==> src/rtl/bram_arb_pkg.sv <==
// rtl/bram_arb_pkg.sv - shared constants, RAM command type and eligibility helper for the BRAM port arbiter
package bram_arb_pkg;

    localparam int PORT_IF = 0;
    localparam int PORT_DM = 1;
    localparam int DATA_W  = 32;
    localparam int ADDR_W  = 32;

    typedef struct packed {
        logic              en;
        logic              we;
        logic [ADDR_W-1:0] addr;
        logic [DATA_W-1:0] di;
    } ram_cmd_t;

    // A port may issue only when it has no unconsumed response left over.
    function automatic logic port_eligible(input logic req, input logic rvalid, input logic rready);
        return req && !(rvalid && !rready);
    endfunction

endpackage

==> src/rtl/bram_resp_hold.sv <==
// rtl/bram_resp_hold.sv - per-port response channel: in-flight flag, hold register and rdata bypass mux
module bram_resp_hold
    import bram_arb_pkg::*;
(
    input  logic              clk,
    input  logic              rst,
    input  logic              grant,
    input  logic              rready,
    input  logic [DATA_W-1:0] ram_dout,
    output logic              rvalid,
    output logic [DATA_W-1:0] rdata
);

    logic              inflight_q, inflight_d;
    logic              hold_valid_q, hold_valid_d;
    logic [DATA_W-1:0] hold_q, hold_d;

    // RAM output is only ours for the cycle after the grant; park it if not taken then.
    always_comb begin
        inflight_d   = grant;
        hold_valid_d = hold_valid_q;
        hold_d       = hold_q;
        if (inflight_q && !rready) begin
            hold_valid_d = 1'b1;
            hold_d       = ram_dout;
        end else if (hold_valid_q && rready) begin
            hold_valid_d = 1'b0;
        end
    end

    always_ff @(posedge clk) begin
        if (rst) begin
            inflight_q   <= 1'b0;
            hold_valid_q <= 1'b0;
            hold_q       <= '0;
        end else begin
            inflight_q   <= inflight_d;
            hold_valid_q <= hold_valid_d;
            hold_q       <= hold_d;
        end
    end

    assign rvalid = !rst && (inflight_q || hold_valid_q);
    assign rdata  = hold_valid_q ? hold_q : ram_dout;

endmodule

==> src/rtl/bram_port_arbiter.sv <==
// rtl/bram_port_arbiter.sv - shares one single-port block RAM between instruction fetch and data memory
module bram_port_arbiter
    import bram_arb_pkg::*;
#(
    parameter int STARVE_LIMIT = 4,
    parameter int CNT_W        = 3
) (
    input  logic              clk,
    input  logic              rst,

    input  logic              if_req,
    input  logic [ADDR_W-1:0] if_addr,
    output logic              if_ready,
    output logic              if_rvalid,
    output logic [DATA_W-1:0] if_rdata,
    input  logic              if_rready,

    input  logic              dm_req,
    input  logic              dm_we,
    input  logic [ADDR_W-1:0] dm_addr,
    input  logic [DATA_W-1:0] dm_wdata,
    output logic              dm_ready,
    output logic              dm_rvalid,
    output logic [DATA_W-1:0] dm_rdata,
    input  logic              dm_rready,

    output logic              ram_en,
    output logic              ram_we,
    output logic              ram_rst,
    output logic [ADDR_W-1:0] ram_addr,
    output logic [DATA_W-1:0] ram_di,
    input  logic [DATA_W-1:0] ram_dout
);

    logic [1:0]       elig;
    logic [1:0]       grant;
    logic             starve_hit;
    logic [CNT_W-1:0] starve_cnt_q, starve_cnt_d;
    ram_cmd_t         cmd;

    assign elig[PORT_IF] = port_eligible(if_req, if_rvalid, if_rready);
    assign elig[PORT_DM] = port_eligible(dm_req, dm_rvalid, dm_rready);
    assign starve_hit    = (starve_cnt_q == CNT_W'(STARVE_LIMIT));

    // DM normally wins; IF takes the slot once it has lost STARVE_LIMIT times in a row.
    always_comb begin
        grant = 2'b00;
        if (!rst) begin
            if (elig[PORT_DM] && !(elig[PORT_IF] && starve_hit)) begin
                grant[PORT_DM] = 1'b1;
            end else if (elig[PORT_IF]) begin
                grant[PORT_IF] = 1'b1;
            end
        end
    end

    always_comb begin
        starve_cnt_d = starve_cnt_q;
        if (!elig[PORT_IF] || grant[PORT_IF]) begin
            starve_cnt_d = '0;
        end else if (grant[PORT_DM] && !starve_hit) begin
            starve_cnt_d = starve_cnt_q + CNT_W'(1);
        end
    end

    always_ff @(posedge clk) begin
        if (rst) begin
            starve_cnt_q <= '0;
        end else begin
            starve_cnt_q <= starve_cnt_d;
        end
    end

    always_comb begin
        cmd.en   = grant[PORT_IF] || grant[PORT_DM];
        cmd.we   = grant[PORT_DM] && dm_we;
        cmd.addr = grant[PORT_DM] ? dm_addr : if_addr;
        cmd.di   = dm_wdata;
    end

    assign ram_en   = cmd.en;
    assign ram_we   = cmd.we;
    assign ram_addr = cmd.addr;
    assign ram_di   = cmd.di;
    assign ram_rst  = rst;

    assign if_ready = grant[PORT_IF];
    assign dm_ready = grant[PORT_DM];

    bram_resp_hold u_if_resp (
        .clk      (clk),
        .rst      (rst),
        .grant    (grant[PORT_IF]),
        .rready   (if_rready),
        .ram_dout (ram_dout),
        .rvalid   (if_rvalid),
        .rdata    (if_rdata)
    );

    bram_resp_hold u_dm_resp (
        .clk      (clk),
        .rst      (rst),
        .grant    (grant[PORT_DM]),
        .rready   (dm_rready),
        .ram_dout (ram_dout),
        .rvalid   (dm_rvalid),
        .rdata    (dm_rdata)
    );

endmodule

==> config.mk <==
export PLATFORM = sky130hd
export DESIGN_NAME = bram_port_arbiter
export DESIGN_NICKNAME = d
export VERILOG_FILES = /design/src/rtl/bram_arb_pkg.sv /design/src/rtl/bram_resp_hold.sv /design/src/rtl/bram_port_arbiter.sv
export SDC_FILE = /design/constraint.sdc
export NUM_CORES = 1
export LEC_CHECK = 0
export CAP_MARGIN = 20
export CORE_MARGIN = 4
export CORE_UTILIZATION = 36
export DETAILED_ROUTE_END_ITERATION = 16
export PLACE_DENSITY = 0.81
export SYNTH_ARGS = -nofsm -noshare
export SYNTH_HDL_FRONTEND = slang
export SYNTH_SLANG_ARGS = --single-unit
==> constraint.sdc <==
create_clock -name clk -period 2.1 [get_ports clk]
set_input_delay 0.315 -clock clk [delete_from_list [all_inputs] [get_ports clk]]
set_output_delay 0.315 -clock clk [all_outputs]
set_load 0.005 [all_outputs]
==> report_table.html, run 1 <==
<table>
<tr><th>Metric</th><th>Value</th></tr>
<tr><th colspan="2">Yosys</th></tr>
<tr><td>Total standard cell area after synthesis</td><td>4030 um^2</td></tr>
<tr><td>Synthesized area per cell</td><td>8.78 um^2</td></tr>
<tr><td>Area fraction of the dominant cell type after synthesis</td><td>0.353</td></tr>
<tr><td>Most common flop cell mapped by yosys</td><td>dfxtp_1</td></tr>
<tr><td>Area leader, netlist</td><td>dfxtp_1</td></tr>
<tr><td>Cells after Synth</td><td>459</td></tr>
<tr><td>Ranking of synthesized cells by area</td><td>dfxtp_1, mux2_2, nand2_1, mux2_4, a21oi_1</td></tr>
<tr><td>Count of flip-flops with a built-in enable after synthesis</td><td>0</td></tr>
<tr><td>Distinct cell type count after synthesis</td><td>22</td></tr>
<tr><td>Async set-reset flop share out of synthesis</td><td>0</td></tr>
<tr><td>Post-synth net total</td><td>596</td></tr>
<tr><td>Warning count from the yosys run</td><td>0</td></tr>
<tr><td>Sequential area share after synthesis</td><td>0.353</td></tr>
<tr><td>Register bit count reported by yosys</td><td>71</td></tr>
<tr><th colspan="2">STA</th></tr>
<tr><td>Worst slew pin tran</td><td>356 ps</td></tr>
<tr><td>Worst hold margin</td><td>384 ps</td></tr>
<tr><td>Maximum frequency from static timing analysis</td><td>438 MHz</td></tr>
<tr><td>Final-report setup violation count</td><td>66</td></tr>
<tr><td>RSZ-0062 raised after global routing</td><td>yes</td></tr>
<tr><td>Final period util</td><td>1.09</td></tr>
<tr><td>Max-slew headroom</td><td>0.763</td></tr>
<tr><td>Setup Skew</td><td>15.8 ps</td></tr>
<tr><td>Setup TNS</td><td>-6570 ps</td></tr>
<tr><td>Final worst path period need</td><td>2280 ps</td></tr>
<tr><td>Final hold viol count</td><td>0</td></tr>
<tr><td>Final worst setup slack</td><td>-184 ps</td></tr>
<tr><td>Slew Viols, Final</td><td>0</td></tr>
<tr><th colspan="2">Pwr</th></tr>
<tr><td>Worst VDD drop</td><td>375 uV</td></tr>
<tr><td>Power density over the cells</td><td>500 nW/um^2</td></tr>
<tr><td>Static leakage power</td><td>2.74 nW</td></tr>
<tr><th colspan="2">Floorplan</th></tr>
<tr><td>Die width</td><td>114 um</td></tr>
<tr><td>Die span in y</td><td>114 um</td></tr>
<tr><td>Floorplan die area</td><td>13000 um^2</td></tr>
<tr><td>Number of placement rows</td><td>38</td></tr>
<tr><td>Top Ports</td><td>270</td></tr>
<tr><td>Starting Density</td><td>0.370</td></tr>
<tr><td>Placeable core region</td><td>10900 um^2</td></tr>
<tr><th colspan="2">Worst setup path</th></tr>
<tr><td>Reg-to-reg startpoint</td><td>u_dm_resp.hold_valid_q</td></tr>
<tr><td>Crit Reg-Reg Endpoint</td><td>starve_cnt_q[0]</td></tr>
<tr><td>Worst reg2reg setup slack</td><td>570 ps</td></tr>
<tr><td>Crit path max fanout</td><td>7</td></tr>
<tr><td>Endpoint kind of the worst setup timing path</td><td>primary output</td></tr>
<tr><td>CP max-delay cell</td><td>dfxtp_2</td></tr>
<tr><td>Critical Path Source Type</td><td>flop</td></tr>
<tr><td>Req. time, crit path</td><td>1780 ps</td></tr>
<tr><td>Critical path, cell by cell</td><td>nor2_4, o31ai_4, o221ai_4, buf_4, buf_6, buf_16, mux2_4, buf_6</td></tr>
<tr><td>Critical path data arrival time</td><td>1970 ps</td></tr>
<tr><td>Maximum cell stage delay along the critical path</td><td>360 ps</td></tr>
<tr><td>Worst setup path class</td><td>reg2out</td></tr>
<tr><td>Crit path top cell by count</td><td>buf_6</td></tr>
<tr><td>Reg2reg path depth</td><td>6</td></tr>
<tr><th colspan="2">Place</th></tr>
<tr><td>Post-Place Cell Area</td><td>6090 um^2</td></tr>
<tr><td>Number of port buffers</td><td>205</td></tr>
<tr><td>Placed cell count</td><td>765</td></tr>
<tr><td>Total half-perimeter wirelength after legalization and detailed placement</td><td>11.8 mm</td></tr>
<tr><td>Global placement routability congestion</td><td>1.01</td></tr>
<tr><th colspan="2">Flow run</th></tr>
<tr><td>Max Cap Violations</td><td>0</td></tr>
<tr><th colspan="2">Min path</th></tr>
<tr><td>Worst Hold Class</td><td>in2reg</td></tr>
<tr><td>Worst min-delay path startpoint</td><td>rst</td></tr>
<tr><td>End point of the worst hold path</td><td>u_dm_resp.hold_q[22]</td></tr>
<tr><td>Number of cells traversed by the worst hold path</td><td>3</td></tr>
<tr><th colspan="2">Finish</th></tr>
<tr><td>Cell area after layout</td><td>6760 um^2</td></tr>
<tr><td>Diodes inserted</td><td>0</td></tr>
<tr><td>Area growth from synthesis to layout</td><td>67.7%</td></tr>
<tr><td>Count of fill cells added during filler insertion</td><td>914</td></tr>
<tr><td>Final Net Count</td><td>796</td></tr>
<tr><td>Layout cells sized above 1</td><td>0.324</td></tr>
<tr><td>Share of the core filled with cells</td><td>0.621</td></tr>
<tr><td>Finished Layout Cells</td><td>804</td></tr>
<tr><th colspan="2">Route</th></tr>
<tr><td>Detail Route Antenna Nets</td><td>0</td></tr>
<tr><td>Initial drt markers</td><td>201</td></tr>
<tr><td>Total via count after detailed routing</td><td>4106</td></tr>
<tr><td>DRC errors left</td><td>0</td></tr>
<tr><td>Final Routed Wirelength</td><td>16.0 mm</td></tr>
<tr><td>Top routing layer in use</td><td>met4</td></tr>
<tr><td>Number of optimization iterations in the first detailed-route pass</td><td>4</td></tr>
<tr><td>Mean number of vias per cell</td><td>5.11</td></tr>
<tr><td>WL met2</td><td>8.47 mm</td></tr>
<tr><td>Mean routed wirelength per cell</td><td>20.0 um</td></tr>
<tr><td>Wire length on met3</td><td>1.44 mm</td></tr>
<tr><td>Met1 Routed Length</td><td>5.21 mm</td></tr>
<tr><th colspan="2">CTS</th></tr>
<tr><td>Clock edge transition at the registers on the reported setup and hold paths</td><td>70 ps</td></tr>
<tr><td>Clock tree from TritonCTS</td><td>done</td></tr>
<tr><td>Clock Path Buffers</td><td>2</td></tr>
<tr><td>Sink count of the clock tree</td><td>71</td></tr>
<tr><td>Clock latency at the later pin of the worst-skew pair</td><td>340 ps</td></tr>
<tr><td>Clock H-tree levels</td><td>3</td></tr>
<tr><td>Inserted Clock Buffers</td><td>9</td></tr>
<tr><td>Root buffer cell</td><td>clkbuf_8</td></tr>
<tr><th colspan="2">Global route</th></tr>
<tr><td>Wire length of the first global-routing pass</td><td>22.8 mm</td></tr>
<tr><td>Vias in the first global route</td><td>4195</td></tr>
<tr><td>Initial antenna violation count</td><td>0</td></tr>
<tr><td>Global route total overflow</td><td>0</td></tr>
<tr><td>Largest net degree at the start of global routing</td><td>35</td></tr>
<tr><td>Overall routing resource usage</td><td>0.228</td></tr>
<tr><th colspan="2">Status</th></tr>
<tr><td>Violated checks</td><td>setup timing</td></tr>
<tr><td>Result of the run</td><td>finished, violations left</td></tr>
</table>
-- critical path: cells and delay by family (launching register included) --
kind,cells,cell delay (ps)
buffers and inverters,4,520
AO/OA/AOI/OAI,2,390
flip-flops,1,360
multiplexers,1,310
AND/OR/NAND/NOR,1,50
-- Yosys cell counts (all sizes together) (3+ instances only) --
master	number
nand2	130
mux2	96
dfxtp	71
a21oi	66
buf	38
clkbuf	28
nor2	8
inv	5
nor3	4
nor2b	3
-- sequential cells by signal (all words and copies together) (netlist names) --
register                count
starve_cnt_q                3
u_dm_resp.hold_q           32
u_dm_resp.hold_valid_q      1
u_dm_resp.inflight_q        1
u_if_resp.hold_q           32
u_if_resp.hold_valid_q      1
u_if_resp.inflight_q        1
-- per-stage QoR --
stage	total power [mW]	setup WS, ps
after detailed placement	2.36	-549
after CTS	3.39	-245
after floorplan	1.81	293
after global routing	3.52	-267
final	3.38	-184
after global placement	2.34	-512
-- cells by family after synthesis --
| logic type | Yosys count | synth area share |
|---|---|---|
| AND/OR/NAND/NOR | 149 | 0.146 |
| AO/OA/AOI/OAI | 69 | 0.0956 |
| multiplexers | 97 | 0.296 |
| buffers and inverters | 71 | 0.103 |
| adder cells (fa/ha/maj) | 2 | 0.00621 |
| flip-flops | 71 | 0.353 |
-- how the worst max path moves through the flow --
stage,endpoint,cells after the start,startpoint
after global placement,ram_addr[0],6,if_rready
after CTS,ram_addr[26],8,u_if_resp.inflight_q
after detailed placement,ram_addr[31],6,if_rready
after global routing,ram_addr[2],8,u_if_resp.hold_valid_q
after floorplan,ram_addr[10],6,u_if_resp.hold_valid_q
final,ram_addr[25],8,u_if_resp.hold_valid_q
-- area by class of cell --
| cell class | count | area, um^2 | share of cell area |
|---|---|---|---|
| clock buffer | 10 | 128 | 0.0189 |
| inverter | 5 | 18.8 | 0.00278 |
| clock inverter | 6 | 45.0 | 0.00666 |
| timing repair buffer | 255 | 2710 | 0.400 |
| sequential | 71 | 1430 | 0.212 |
| tap | 140 | 175 | 0.0259 |
| multi-input combinational | 317 | 2260 | 0.334 |
-- layer usage --
| layer | vias to the layer above | global-route usage |
|---|---|---|
| met1 | 1940 | 0.210 |
| met2 | 216 | 0.426 |
| met5 | - | 0 |
| met3 | 45 | 0.0828 |
| li1 | 1905 | - |
| met4 | 0 | 0.136 |
-- what timing repair did --
| item | CTS | global route |
|---|---|---|
| cloned | 4 | 4 |
| setup endpoints to repair | 100 | 69 |
| hold buffers | 0 | 0 |
| pin swaps | 4 | 3 |
| setup buffers | 10 | 5 |
| gates resized for setup | 208 | 20 |
-- report_power, final --
part	internal [mW]	total, mW	switching (mW)
combinational	0.658	1.02	0.362
sequential	1.38	1.41	0.0233
clock	0.432	0.952	0.520
total	2.47	3.38	0.905
-- cell usage in the layout, fill, tap and decap left out, types with 2 or more instances in the layout --
master	instances
mux2_2	64
buf_6	42
clkinvlp_4	3
clkbuf_16	3
inv_1	3
nor3_1	3
clkbuf_8	9
dlygate4sd2_1	2
nand2_1	129
buf_4	28
clkdlybuf4s50_1	156
dfxtp_1	66
a21oi_1	66
buf_16	4
nand2b_1	2
buf_12	5
nor2_4	2
dfxtp_2	4
buf_2	3
nor2b_2	3
dlymetal6s2s_1	11
mux2_4	32
nor2_1	6
inv_2	2
Power figures use the tool's default switching activity.
==> run 2, diff against run 1 <==
Settings changed: CORE_UTILIZATION 36 to 37, GPL_TIMING_DRIVEN set to 0, PLACE_DENSITY 0.81 to 0.75, SYNTH_HIERARCHICAL set to 1.
==> run 2 against run 1 <==
The run still ends with setup timing left. Flip-flop and latch count is the same. Combinational power grew 12%. Clock power grew 61%. Die area grew 25%. Sequential share of layout area shrank 4.3 points. Cell count grew 14%. Clock skew shrank 6.7 ps. Count of clock-buffer cells in the layout grew 2. Hold slack lost 57 ps. Sequential power is essentially flat. Synthesized area grew 31%. Final area grew 26%.
==> report_table.html, run 2 <==
<table>
<tr><th>Metric</th><th>Value</th></tr>
<tr><th colspan="2">Status</th></tr>
<tr><td>Result of the run</td><td>finished, violations left</td></tr>
<tr><td>Violated checks</td><td>setup timing</td></tr>
<tr><th colspan="2">Worst setup path</th></tr>
<tr><td>Maximum cell stage delay along the critical path</td><td>380 ps</td></tr>
<tr><td>Endpoint kind of the worst setup timing path</td><td>primary output</td></tr>
<tr><td>Worst reg2reg setup slack</td><td>270 ps</td></tr>
<tr><td>Crit path max fanout</td><td>5</td></tr>
<tr><td>Critical Path Source Type</td><td>flop</td></tr>
<tr><td>Reg-to-reg startpoint</td><td>u_if_resp/hold_valid_q</td></tr>
<tr><td>CP max-delay cell</td><td>or3b_1</td></tr>
<tr><td>Cell family with most CP delay</td><td>buffers and inverters</td></tr>
<tr><td>Critical path data arrival time</td><td>2360 ps</td></tr>
<tr><td>Req. time, crit path</td><td>1780 ps</td></tr>
<tr><td>Worst setup path class</td><td>reg2out</td></tr>
<tr><td>Critical path, cell by cell</td><td>buf_12, nor2_4, nor2_4, inv_2, o2111ai_2, or3b_1, buf_6, buf_12, buf_12, mux2_4, buf_6</td></tr>
<tr><td>Buf/Inv on CP</td><td>6</td></tr>
<tr><td>Launch point of the critical path</td><td>u_if_resp/hold_valid_q</td></tr>
<tr><td>Crit path top cell by count</td><td>buf_12</td></tr>
<tr><th colspan="2">STA</th></tr>
<tr><td>Worst slew pin tran</td><td>481 ps</td></tr>
<tr><td>Setup Skew</td><td>9.09 ps</td></tr>
<tr><td>Maximum frequency from static timing analysis</td><td>373 MHz</td></tr>
<tr><td>Worst hold margin</td><td>327 ps</td></tr>
<tr><td>Slew Viols, Final</td><td>0</td></tr>
<tr><td>Final worst path period need</td><td>2680 ps</td></tr>
<tr><td>Final-report setup violation count</td><td>43</td></tr>
<tr><td>Final period util</td><td>1.28</td></tr>
<tr><td>Max-slew headroom</td><td>0.679</td></tr>
<tr><td>RSZ-0062 raised after global routing</td><td>yes</td></tr>
<tr><td>Final worst setup slack</td><td>-580 ps</td></tr>
<tr><td>Final hold viol count</td><td>0</td></tr>
<tr><th colspan="2">CTS</th></tr>
<tr><td>Root buffer cell</td><td>clkbuf_16</td></tr>
<tr><td>Inserted Clock Buffers</td><td>9</td></tr>
<tr><td>Clock edge transition at the registers on the reported setup and hold paths</td><td>50 ps</td></tr>
<tr><td>Clock latency at the later pin of the worst-skew pair</td><td>320 ps</td></tr>
<tr><td>Clock tree from TritonCTS</td><td>done</td></tr>
<tr><td>Sink count of the clock tree</td><td>71</td></tr>
<tr><td>Clock Path Buffers</td><td>2</td></tr>
<tr><td>Clock H-tree levels</td><td>3</td></tr>
<tr><th colspan="2">Global route</th></tr>
<tr><td>Initial antenna violation count</td><td>0</td></tr>
<tr><td>Vias in the first global route</td><td>4805</td></tr>
<tr><td>Wire length of the first global-routing pass</td><td>27.1 mm</td></tr>
<tr><td>Largest net degree at the start of global routing</td><td>20</td></tr>
<tr><td>Global route total overflow</td><td>0</td></tr>
<tr><td>Overall routing resource usage</td><td>0.210</td></tr>
<tr><th colspan="2">Yosys</th></tr>
<tr><td>Ranking of synthesized cells by area</td><td>dfxtp_1, mux2_4, nand4bb_1, o21ai_2, nand2b_1</td></tr>
<tr><td>Register bit count reported by yosys</td><td>71</td></tr>
<tr><td>Synthesized area per cell</td><td>11.3 um^2</td></tr>
<tr><td>Most common flop cell mapped by yosys</td><td>dfxtp_1</td></tr>
<tr><td>Total standard cell area after synthesis</td><td>5270 um^2</td></tr>
<tr><td>Area fraction of the dominant cell type after synthesis</td><td>0.270</td></tr>
<tr><td>Most common cell in the netlist</td><td>mux2_4</td></tr>
<tr><td>Post-synth net total</td><td>605</td></tr>
<tr><td>Cells after Synth</td><td>468</td></tr>
<tr><td>Async set-reset flop share out of synthesis</td><td>0</td></tr>
<tr><td>Area leader, netlist</td><td>dfxtp_1</td></tr>
<tr><td>Sequential area share after synthesis</td><td>0.270</td></tr>
<tr><td>Warning count from the yosys run</td><td>6</td></tr>
<tr><td>Count of flip-flops with a built-in enable after synthesis</td><td>0</td></tr>
<tr><td>Distinct cell type count after synthesis</td><td>27</td></tr>
<tr><td>Top cells by count, synth</td><td>mux2_4, dfxtp_1, nand2b_1, nand4bb_1, o21ai_2</td></tr>
<tr><th colspan="2">Route</th></tr>
<tr><td>DRC errors left</td><td>0</td></tr>
<tr><td>Detail Route Antenna Nets</td><td>0</td></tr>
<tr><td>Total via count after detailed routing</td><td>4576</td></tr>
<tr><td>Initial drt markers</td><td>171</td></tr>
<tr><td>Mean routed wirelength per cell</td><td>19.4 um</td></tr>
<tr><td>Mean number of vias per cell</td><td>4.98</td></tr>
<tr><td>Number of optimization iterations in the first detailed-route pass</td><td>4</td></tr>
<tr><td>Final Routed Wirelength</td><td>17.8 mm</td></tr>
<tr><th colspan="2">Floorplan</th></tr>
<tr><td>Floorplan die area</td><td>16200 um^2</td></tr>
<tr><td>Number of placement rows</td><td>43</td></tr>
<tr><td>Die width</td><td>127 um</td></tr>
<tr><td>Placeable core region</td><td>13900 um^2</td></tr>
<tr><td>Starting Density</td><td>0.378</td></tr>
<tr><td>Top Ports</td><td>270</td></tr>
<tr><td>Die span in y</td><td>127 um</td></tr>
<tr><th colspan="2">Place</th></tr>
<tr><td>Post-Place Cell Area</td><td>7900 um^2</td></tr>
<tr><td>Number of port buffers</td><td>237</td></tr>
<tr><td>Placed cell count</td><td>885</td></tr>
<tr><td>Total half-perimeter wirelength after legalization and detailed placement</td><td>13.7 mm</td></tr>
<tr><td>Global placement routability congestion</td><td>0.959</td></tr>
<tr><th colspan="2">Finish</th></tr>
<tr><td>Most common cell after layout, fill and taps aside</td><td>clkdlybuf4s50_1</td></tr>
<tr><td>Most frequent cells in the layout</td><td>clkdlybuf4s50_1, mux2_4, dfxtp_1</td></tr>
<tr><td>Finished Layout Cells</td><td>918</td></tr>
<tr><td>Final Net Count</td><td>871</td></tr>
<tr><td>Biggest regs</td><td>u_dm_resp/hold_q x32, u_if_resp/hold_q x32, starve_cnt_q x3</td></tr>
<tr><td>Cell area after layout</td><td>8510 um^2</td></tr>
<tr><td>Share of the core filled with cells</td><td>0.611</td></tr>
<tr><td>Diodes inserted</td><td>0</td></tr>
<tr><td>Layout cells sized above 1</td><td>0.397</td></tr>
<tr><td>Area growth from synthesis to layout</td><td>61.4%</td></tr>
<tr><td>Count of fill cells added during filler insertion</td><td>1191</td></tr>
<tr><th colspan="2">Pwr</th></tr>
<tr><td>Worst VDD drop</td><td>327 uV</td></tr>
<tr><td>Static leakage power</td><td>3.47 nW</td></tr>
<tr><td>Total power consumption of the routed design</td><td>4.06 mW</td></tr>
<tr><td>Power density over the cells</td><td>477 nW/um^2</td></tr>
<tr><th colspan="2">Min path</th></tr>
<tr><td>Worst min-delay path startpoint</td><td>rst</td></tr>
<tr><td>Worst Hold Class</td><td>in2reg</td></tr>
<tr><th colspan="2">Flow run</th></tr>
<tr><td>Max Cap Violations</td><td>0</td></tr>
</table>
## run 2: cell types whose count changed after synthesis, moves of 59 or more
cell and delta:
nand4bb_1 +64, a21oi_1 -64, mux2_4 +59, nand2_1 -130
nand2b_1 +62, o21ai_2 +60, mux2_2 -65
## run 2: final cells by class
cell class | count | area, um^2 | share of cell area
clock buffers | 12 | 256 | 0.0301
inverters | 6 | 22.5 | 0.00265
repair buffers | 262 | 2640 | 0.311
well taps | 180 | 225 | 0.0265
clock inverters | 3 | 42.5 | 0.00500
multi-input cells | 314 | 3300 | 0.388
flip-flops and latches | 71 | 1440 | 0.169
plain buffers | 70 | 582 | 0.0684
## run 2: worst reg2reg max path, delay by kind of cell (launching register included)
family,cells,cell delay (ps)
compound gates,1,160
simple gates,4,660
buf+inv,5,570
flops,1,360
## run 2: layer usage
| layer | vias up | global-route usage | wire [um] |
|---|---|---|---|
| li1 | 2191 | - | - |
| met1 | 2181 | 0.273 | 7500 |
| met2 | 185 | 0.368 | 8910 |
| met3 | 19 | 0.0380 | 1210 |
| met4 | 0 | 0.0397 | 220 |
| met5 | - | 0 | 0 |
## run 2: metrics by stage
step,TNS (ps),setup WS [ps]
after global routing,-22900,-674
final,-18240,-580
after floorplan,-3080,-111
after global placement,-58760,-1620
after CTS,-22620,-600
after detailed placement,-58800,-1590
## run 2: cell families (layout without fill, tap and decap cells)
| kind of cell | Yosys count | in the layout | share of synthesized area |
|---|---|---|---|
| buffers and inverters | 83 | 353 | 0.114 |
| DFF | 71 | 71 | 0.270 |
| muxes | 97 | 97 | 0.268 |
| AOI/OAI and AO/OA | 69 | 69 | 0.110 |
| and+or+nand+nor | 146 | 146 | 0.233 |
| adders and majority gates | 2 | 2 | 0.00475 |
## run 2: worst paths after layout
kind / end / depth (start not counted)
setup / recovery: ram_addr[16] / 11
hold / removal: starve_cnt_q[2] / 2
setup reg to reg: u_dm_resp/inflight_q / 10
hold reg to reg: u_if_resp/hold_q[24] / 2
## run 2: what timing repair did
item | 4_1_cts | 5_1_grt
buffers inserted | 12 | 12
cloned | 2 | 1
resized for setup | 204 | 15
endpoints found under the hold margin | 0 | 0
endpoints found under the setup margin | 72 | 93
hold buffers | 0 | 0
pin swaps | 4 | 6
## run 2: power by group
group          switching, mW  internal (mW)
sequential            0.0179           1.37
combinational          0.374          0.770
clock                  0.550          0.976
total                  0.942           3.12
